`config.mk`:
```
export PLATFORM = sky130hd
export DESIGN_NAME = mem_compact
export DESIGN_NICKNAME = d
export VERILOG_FILES = /design/src/rtl/mem_compact.sv
export SDC_FILE = /design/constraint.sdc
export NUM_CORES = 1
export LEC_CHECK = 0
export ABC_AREA = 1
export CAP_MARGIN = 20
export CORE_ASPECT_RATIO = 1.2
export CORE_UTILIZATION = 35
export CTS_BUF_LIST = sky130_fd_sc_hd__clkbuf_4 sky130_fd_sc_hd__clkbuf_8
export CTS_CLUSTER_DIAMETER = 200
export DETAILED_ROUTE_END_ITERATION = 16
export HOLD_SLACK_MARGIN = 0.15
export RECOVER_POWER = 100
export SLEW_MARGIN = 0
export SYNTH_ARGS = -nofsm -noshare
export SYNTH_HDL_FRONTEND = slang
export SYNTH_SLANG_ARGS = --single-unit
```
`constraint.sdc`:
```
create_clock -name i_clk -period 2.2 [get_ports i_clk]
set_input_delay 0.22 -clock i_clk [delete_from_list [all_inputs] [get_ports i_clk]]
set_output_delay 0.22 -clock i_clk [all_outputs]
set_load 0.01 [all_outputs]
```
`src/rtl/mem_compact.sv`:
```
// ---------------------------------------------------------------------------
// mem_compact
//
// Purpose:
//   In-place compaction engine for a synchronous single-port RAM.
//   A start command triggers a sweep over every word in address order.
//   Each word is tested against a selectable predicate.
//   Kept words are rewritten contiguously from address 0, preserving order.
//
//   The RAM is never read and written in the same cycle. The write pointer
//   never passes the read pointer, so a word is always read before its
//   address can be overwritten.
//
// Optional feature:
//   MEM_COMPACT_CLEAR_TAIL_EN -- when defined, a FILL phase runs after the
//   sweep and writes 0 to addresses o_count..DEPTH-1, one word per cycle.
//   When it is undefined, there is no FILL state and the tail keeps stale
//   data.
//
// Parameters:
//   DEPTH   number of RAM words (power of two, >= 4)
//   WIDTH   signed data width
//   RD_LAT  RAM read latency in cycles (1..3)
//
// Ports:
//   i_clk     clock, rising edge
//   i_rst     synchronous active-high reset
//   i_start   start pulse, accepted only in IDLE or DONE
//   i_mode    predicate select: 0 keep odd, 1 keep even,
//             2 keep >= i_thresh, 3 keep < i_thresh
//   i_thresh  signed threshold for modes 2/3
//   o_rden    RAM read enable
//   o_wren    RAM write enable
//   o_addr    RAM address
//   i_data    RAM read data, valid RD_LAT cycles after o_rden
//   o_data    RAM write data
//   o_busy    high while a sweep (or tail fill) is in progress
//   o_done    high while in DONE
//   o_count   number of kept words; one bit wider than the pointers
// ---------------------------------------------------------------------------
module mem_compact #(
    parameter int DEPTH  = 32,
    parameter int WIDTH  = 8,
    parameter int RD_LAT = 1
) (
    input  logic                       i_clk,
    input  logic                       i_rst,
    input  logic                       i_start,
    input  logic [1:0]                 i_mode,
    input  logic signed [WIDTH-1:0]    i_thresh,
    output logic                       o_rden,
    output logic                       o_wren,
    output logic [$clog2(DEPTH)-1:0]   o_addr,
    input  logic signed [WIDTH-1:0]    i_data,
    output logic signed [WIDTH-1:0]    o_data,
    output logic                       o_busy,
    output logic                       o_done,
    output logic [$clog2(DEPTH):0]     o_count
);

    localparam int AW = $clog2(DEPTH);
    localparam logic [AW-1:0] LAST_ADDR  = AW'(DEPTH - 1);
    localparam logic [AW:0]   FULL_COUNT = (AW + 1)'(DEPTH);
    // WAIT lasts RD_LAT-1 cycles; the counter runs 0..RD_LAT-2.
    localparam logic [1:0]    WAIT_LAST  = 2'((RD_LAT > 1) ? (RD_LAT - 2) : 0);

    typedef enum logic [2:0] {
        S_IDLE,
        S_READ,
        S_WAIT,
        S_CHECK,
`ifdef MEM_COMPACT_CLEAR_TAIL_EN
        S_FILL,
`endif
        S_DONE
    } state_t;

    state_t                    state_reg,  state_next;
    logic [AW-1:0]             rd_ptr_reg, rd_ptr_next;
    logic [AW-1:0]             wr_ptr_reg, wr_ptr_next;
    logic [AW:0]               count_reg,  count_next;
    logic [1:0]                mode_reg,   mode_next;
    logic signed [WIDTH-1:0]   thresh_reg, thresh_next;
    logic [1:0]                wait_reg,   wait_next;

    logic                      rd_en;
    logic                      wr_en;
    logic signed [WIDTH-1:0]   wr_data;
    logic                      keep;

    // Predicate on the word currently presented by the RAM. Modes 2/3 use
    // a signed WIDTH-bit compare against the threshold captured at start.
    always_comb begin
        keep = 1'b0;
        case (mode_reg)
            2'd0:    keep = i_data[0];
            2'd1:    keep = ~i_data[0];
            2'd2:    keep = (i_data >= thresh_reg);
            default: keep = (i_data < thresh_reg);
        endcase
    end

    always_ff @(posedge i_clk) begin
        if (i_rst) begin
            state_reg  <= S_IDLE;
            rd_ptr_reg <= '0;
            wr_ptr_reg <= '0;
            count_reg  <= '0;
            mode_reg   <= '0;
            thresh_reg <= '0;
            wait_reg   <= '0;
        end else begin
            state_reg  <= state_next;
            rd_ptr_reg <= rd_ptr_next;
            wr_ptr_reg <= wr_ptr_next;
            count_reg  <= count_next;
            mode_reg   <= mode_next;
            thresh_reg <= thresh_next;
            wait_reg   <= wait_next;
        end
    end

    always_comb begin
        state_next  = state_reg;
        rd_ptr_next = rd_ptr_reg;
        wr_ptr_next = wr_ptr_reg;
        count_next  = count_reg;
        mode_next   = mode_reg;
        thresh_next = thresh_reg;
        wait_next   = wait_reg;
        rd_en       = 1'b0;
        wr_en       = 1'b0;
        wr_data     = '0;

        case (state_reg)
            S_IDLE, S_DONE: begin
                if (i_start) begin
                    state_next  = S_READ;
                    mode_next   = i_mode;
                    thresh_next = i_thresh;
                    rd_ptr_next = '0;
                    wr_ptr_next = '0;
                    count_next  = '0;
                end
            end

            S_READ: begin
                rd_en      = 1'b1;
                wait_next  = '0;
                state_next = (RD_LAT == 1) ? S_CHECK : S_WAIT;
            end

            S_WAIT: begin
                if (wait_reg == WAIT_LAST) begin
                    state_next = S_CHECK;
                end else begin
                    wait_next = wait_reg + 2'd1;
                end
            end

            S_CHECK: begin
                if (keep) begin
                    wr_en       = 1'b1;
                    wr_data     = i_data;
                    wr_ptr_next = wr_ptr_reg + 1'b1;
                    count_next  = count_reg + 1'b1;
                end
                rd_ptr_next = rd_ptr_reg + 1'b1;
                if (rd_ptr_reg == LAST_ADDR) begin
`ifdef MEM_COMPACT_CLEAR_TAIL_EN
                    // Nothing to clear when every word was kept; wr_ptr has
                    // wrapped to 0 in that case, so FILL must be skipped.
                    state_next = (count_next == FULL_COUNT) ? S_DONE : S_FILL;
`else
                    state_next = S_DONE;
`endif
                end else begin
                    state_next = S_READ;
                end
            end

`ifdef MEM_COMPACT_CLEAR_TAIL_EN
            S_FILL: begin
                wr_en       = 1'b1;
                wr_data     = '0;
                wr_ptr_next = wr_ptr_reg + 1'b1;
                if (wr_ptr_reg == LAST_ADDR) begin
                    state_next = S_DONE;
                end
            end
`endif

            default: begin
                state_next = S_IDLE;
            end
        endcase
    end

    assign o_rden  = rd_en;
    assign o_wren  = wr_en;
    // Writes target the compacted position; otherwise the address tracks
    // the read pointer.
    assign o_addr  = wr_en ? wr_ptr_reg : rd_ptr_reg;
    assign o_data  = wr_data;
    assign o_busy  = (state_reg != S_IDLE) && (state_reg != S_DONE);
    assign o_done  = (state_reg == S_DONE);
    assign o_count = count_reg;

endmodule

```
==> flow_summary_export.csv, run 1 <==
group,metric,value,unit
final_layout,final_common_cell,"nand2_1",
drt,wl_per_cell,10.9,um
timing,fin_worst_skew,7.55,ps
power_and_ir_drop,powerDensity,798,nW/um^2
power_and_ir_drop,p_clk_share,23.4,%
final_layout,largest_reg_flops,8,
power_and_ir_drop,p_leak,1.30,nW
synth,async_reset_ff_share,0,%
timing,worstMarginPinSlew,704,ps
final_layout,finalNetCount,387,
timing,whs,471,ps
power_and_ir_drop,report.power.total,2.16,mW
clocking,cts_buffers,5,
final_layout,final.fill_count,528,
drt,drtPass1Iterations,4,
timing,min_period,2230,ps
clocking,cts.reportedPaths.clkPinSlew,70,ps
run_status,violations,"negative setup slack",
drt,wl,4510,um
clocking,clkLatencyLatePin,280,ps
clocking,clock-root-buffer,"clkbuf_8",
synth,synthMuxAreaShare,0,%
job,maxCapViolations,0,
timing,setup_ws,-30.5,ps
floorplan,die_area,5630,um^2
drt,antenna_left,0,
placement,io_buffers,43,
synth,synth_area,1870,um^2
synth,synth_compound_area_share,16.2,%
power_and_ir_drop,power.internal,1.39,mW
setup_path,critPathCaptureType,"output pin",
placement,place_ws,-556,ps
global_route,grt_pass1_vias,1780,
drt,vias_per_cell,4.73,
floorplan,fp.dieH,82.0,um
clocking,cts.path.max_buffers,2,
global_route,grt_max_degree,39,
power_and_ir_drop,combPwrFrac,42.1,%
floorplan,core,5040,um^2
placement,gp_congestion,0.810,
synth,synth_top_family_by_area,"simple AND/OR/NAND/NOR gates",
synth,synth_area_per_cell,6.52,um^2
timing,fmax,0.448,GHz
setup_path,critPathRequiredTime,1980,ps
setup_path,start_kind,"flip-flop",
timing,finalCritPeriodShare,101,%
setup_path,arrival,2010,ps
synth,ys_types,28,
timing,rsz0062_at_grt,"yes",
clocking,cts_sinks,31,
synth,synthAdderAreaFrac,8.72,%
synth,ys_ff_latch,31,
synth,synth_simple_gate_area_share,28.2,%
synth,ys_seq_area_share,33.3,%
power_and_ir_drop,seq_power_share,34.6,%
timing,hold_violations,0,
timing,setup_tns,-62.7,ps
timing,slew_violations,0,
power_and_ir_drop,swShare,35.5,%
floorplan,core.rowCount,28,
synth,synth_nets,320,
synth,synth_edf_count,0,
setup_path,critical_path_class,"reg2out",
global_route,grt_overflow,0,
final_layout,diodes,0,
final_layout,drive_above_1_share,26.6,%
global_route,grt_pass1_wl,7400,um
clocking,h-tree-depth,2,
drt,drtIter0Drc,54,
power_and_ir_drop,ir_drop,379,uV
final_layout,area_growth_syn_to_layout,45.3,%
final_layout,layout_common_cells,"nand2_1 (44), nor2_1 (40), inv_1 (36)",
synth,synth-xor-area-share,0.939,%
setup_path,path_max_fanout,7,
synth,ys.flop_type,"dfxtp_1",
drt,drc,0,
global_route,grt_usage,17.6,%
synth,ys.warnings.count,0,
floorplan,die_w,68.6,um
clocking,cts_hold_buffers,0,
synth,synth_cells,286,
timing,finalSetupViolCount,3,
timing,relSlewSlack,53.1,%
run_status,status,"complete, but fails checks",
power_and_ir_drop,switchingPower,769,uW
placement,dp_hpwl,3150,um
floorplan,initial_core_util,37.0,%
drt,vias,1960,
global_route,antenna_found_initial,0,
floorplan,io_pins,44,
clocking,cts_tree,"built",
worst_hold_path,min-delay-path-class,"reg2reg",
critical path, stage by stage, from the launching register on:
cell,delay (ps)
dfxtp_2,320
inv_2,40
ha_4,240
a21oi_2,160
nand2_2,70
nand2_2,90
nand2_1,50
nand2_1,60
nand3_1,60
nand2_1,70
nand2_2,60
nand2_4,110
buf_6,150
nand2_2,60
o21ai_2,60
buf_2,140
logic make-up after synthesis:
family,count (synthesis)
XOR/XNOR,2
AND/OR/NAND/NOR,125
AO/OA/AOI/OAI,58
adder cells (fa/ha/maj),13
flip-flops,31
buffers and inverters,57
final timing paths:
path	start	to	slack, ps	cells past startpoint
max reg2reg	state_reg[1]$_SDFFE_PP0P_	o_count[0]$_SDFFE_PP0P_	190	9
max	thresh_reg[3]$_SDFFE_PP0P_	o_addr[2]	-30	15
min reg2reg	wait_reg[1]$_SDFFE_PP0P_	wait_reg[1]$_SDFFE_PP0P_	470	2
min	wait_reg[1]$_SDFFE_PP0P_	wait_reg[1]$_SDFFE_PP0P_	470	2
stage by stage:
step | instance area (um^2) | util (%) | cells
floorplan | 1870 | - | 286
global placement | 2470 | 49.0 | 400
detailed placement | 2470 | 49.0 | 400
CTS | 2620 | 51.9 | 412
global route | 2710 | 53.7 | 414
finish | 2710 | 53.7 | 414
metal layers:
layer,global-route usage (%),up-vias,routed length [um]
li1,-,1040,-
met1,19.7,881,2040
met2,31.2,34,2220
met3,2.92,5,166
met4,8.96,0,87
met5,0,-,0
power by group through the flow:
stage / clock [mW] / combinational, mW / sequential (mW)
after floorplan: 0 / 0.520 / 0.751
after global placement: 0 / 0.822 / 0.752
after detailed placement: 0 / 0.830 / 0.754
after CTS: 0.519 / 0.878 / 0.748
after global routing: 0.539 / 1.05 / 0.765
final: 0.505 / 0.910 / 0.748
cell type report:
| cell class | count | area (um^2) | area share, % |
|---|---|---|---|
| clock buffer | 8 | 104 | 3.83 |
| multi-input combinational | 198 | 1170 | 43.0 |
| sequential | 31 | 629 | 23.2 |
| tap | 60 | 75.1 | 2.77 |
| timing repair buffer | 71 | 564 | 20.8 |
| inverter | 46 | 173 | 6.37 |
timing repair:
item	4_1_cts	5_1_grt
buffers inserted	4	2
endpoints found under the setup margin	14	15
pin swaps	12	9
resized for setup	92	21
cell usage after synthesis, types with 2 or more instances:
cell / instances / area [um^2]
o21ai_0: 18 / 90.1
a31oi_1: 2 / 12.5
buf_2: 3 / 15.0
nor3_1: 5 / 25.0
clkbuf_1: 5 / 18.8
inv_1: 44 / 165
nand2_1: 50 / 188
nand3b_1: 3 / 22.5
nand3_1: 15 / 75.1
nor2_1: 46 / 173
nand2_2: 2 / 12.5
ha_1: 13 / 163
dfxtp_1: 31 / 621
xor2_1: 2 / 17.5
buf_6: 2 / 22.5
o21ai_1: 4 / 20.0
a21oi_1: 30 / 150
(Power assumes the default switching activity.)
==> run 2, diff against run 1 <==
Settings changed: DONT_BUFFER_PORTS from default to 1, HOLD_SLACK_MARGIN 0.15 to 0.08.
==> run 2 against run 1 <==
Effect of this change:
- total power fell by 10%
- cell area is 14% lower
- first-iteration DRC count shrank 48%
- combinational power shrank 16%
- clock skew down 4.2 ps
- critical path depth fell by 2
- largest power group is now sequential cells
- worst hold slack worse by 330 ps
- clock-buffer cell count decreased by 2
- the flow still finishes with violations (negative setup slack)
- via count fell by 9.9%
- sequential share of layout area increased by 3.8 points
- register-to-register slack better by 20 ps
- non-clock buffer count decreased by 59
==> flow_summary_export.csv, run 2 (same netlist as run 1, synthesis figures left out) <==
group,metric,value,unit
drt,vias,1765,
setup_path,cp_slowest_cell,"dfxtp_1",
timing,setup_ws,-12.5,ps
final_layout,final_common_cell,"nand2_1",
final_layout,regArea,627,um^2
drt,vias_per_cell,4.99,
placement,gp_congestion,0.745,
placement,dp_hpwl,3000,um
final_layout,final.fill_count,532,
global_route,grt_overflow,0,
power_and_ir_drop,switchingPower,749,uW
setup_path,path_max_fanout,8,
clocking,cts_sinks,31,
clocking,h-tree-depth,2,
setup_path,max_stage_delay,320,ps
floorplan,die_w,68.6,um
floorplan,io_pins,44,
floorplan,initial_core_util,37.0,%
setup_path,critical_path_class,"reg2out",
setup_path,arrival,1990,ps
clocking,cts_buffers,5,
timing,worstMarginPinSlew,711,ps
final_layout,utilization,46.0,%
timing,fmax,0.452,GHz
final_layout,finalNetCount,329,
global_route,antenna_found_initial,0,
setup_path,cp_top_family,"simple AND/OR/NAND/NOR gates",
setup_path,start_kind,"flip-flop",
setup_path,cpMostUsedCell,"nand2_2",
setup_path,worst-path-buf-inv,2,
clocking,clock-root-buffer,"clkbuf_8",
floorplan,die_area,5630,um^2
run_status,violations,"negative setup slack",
setup_path,critPathCaptureType,"output pin",
clocking,cts.reportedPaths.clkPinSlew,60,ps
floorplan,core,5040,um^2
power_and_ir_drop,ir_drop,266,uV
power_and_ir_drop,seq_power_share,39.6,%
drt,antenna_left,0,
timing,relSlewSlack,52.6,%
power_and_ir_drop,swShare,38.5,%
job,maxCapViolations,0,
drt,drtPass1Iterations,4,
placement,io_buffers,0,
clocking,clkLatencyLatePin,280,ps
floorplan,core.rowCount,28,
global_route,grt_pass1_wl,7020,um
final_layout,diodes,0,
final_layout,stdcell_area,2320,um^2
drt,wl,4380,um
final_layout,area_growth_syn_to_layout,24.3,%
drt,wl_per_cell,12.4,um
final_layout,largest_reg_flops,8,
global_route,grt_usage,16.8,%
power_and_ir_drop,combPwrFrac,39.1,%
final_layout,layout_common_cells,"nand2_1 (43), inv_1 (36), nor2_1 (34)",
final_layout,multi_input_area,1250,um^2
final_layout,drive_above_1_share,23.5,%
run_status,status,"complete, but fails checks",
drt,drc,0,
timing,min_period,2210,ps
timing,finalSetupViolCount,9,
timing,hold_violations,0,
floorplan,fp.dieH,82.0,um
timing,finalCritPeriodShare,101,%
global_route,grt_pass1_vias,1611,
drt,drtIter0Drc,28,
global_route,grt_max_degree,25,
placement,placed_area,1930,um^2
power_and_ir_drop,p_leak,1.02,nW
clocking,cts.path.max_buffers,2,
setup_path,path_cells,"inv_2, ha_4, nand2_2, nor2_4, nand2_4, nand2_2, nand2_1, nand3_1, nand2_1, nand2_2, nand2_2, buf_12, nor2_4",
setup_path,critPathRequiredTime,1980,ps
worst_hold_path,min-delay-path-class,"in2reg",
power_and_ir_drop,p_clk_share,21.3,%
power_and_ir_drop,powerDensity,838,nW/um^2
timing,slew_violations,0,
power_and_ir_drop,power.internal,1.19,mW
clocking,cts_tree,"built",
timing,rsz0062_at_grt,"yes",
timing,fin_worst_skew,3.31,ps
==> run 2: changes by cell type in the layout (fill, tap and decap cells not counted), sizes merged <==
cell,delta
clkdlybuf4s50,-12
clkbuf,-5
dlygate4sd2,-8
buf,-30
dlygate4sd3,-6
nand2,+1
==> run 2: power groups by stage <==
stage	clock (mW)	sequential (mW)	combinational, mW
4_1_cts	0.433	0.762	0.679
6_report	0.413	0.769	0.761
3_3_place_gp	0	0.771	0.616
3_5_place_dp	0	0.772	0.626
2_1_floorplan	0	0.751	0.520
5_1_grt	0.452	0.786	0.887
==> run 2: path summary, 6_finish.rpt <==
check	startpoint	to	slack, ps	cells after the start
min reg2reg	thresh_reg[6]$_SDFFE_PP0P_	thresh_reg[6]$_SDFFE_PP0P_	470	2
max	thresh_reg[7]$_SDFFE_PP0P_	o_data[0]	-10	13
min	i_thresh[1]	thresh_reg[1]$_SDFFE_PP0P_	140	2
max reg2reg	thresh_reg[7]$_SDFFE_PP0P_	o_count[1]$_SDFFE_PP0P_	210	15
==> run 2: final cells by class <==
cell class,count,share of cell area [%]
clock buffer,6,3.29
inverter,46,7.56
sequential,31,27.0
timing repair buffer,12,4.91
tap,60,3.24
multi-input combinational,199,54.0
==> run 2: stage by stage <==
step | std cells | power (mW) | hold WS [ps] | setup slack (ps) | setup TNS [ps]
floorplan | 286 | 1.27 | 355 | 322 | 0
global placement | 342 | 1.39 | 292 | 202 | 0
detailed placement | 342 | 1.40 | 293 | 197 | 0
CTS | 354 | 1.87 | 134 | 4.06 | 0
global route | 354 | 2.13 | 154 | -142 | -1480
finish | 354 | 1.94 | 139 | -12.5 | -35.7
==> run 2: what timing repair did <==
item                                   CTS  global route
pin swaps                                3            12
gates cloned                             1             0
setup endpoints to repair               10            23
gates resized for setup                 19            48
endpoints found under the hold margin    9             0
hold buffers                             3             0
setup buffers                            2             0
==> run 2: metal layers <==
metal	global-route usage, %	routed length, um	vias up
li1	-	-	924
met4	6.67	41	0
met5	0	0	-
met2	30.4	2240	40
met3	4.31	216	2
met1	18.1	1870	799
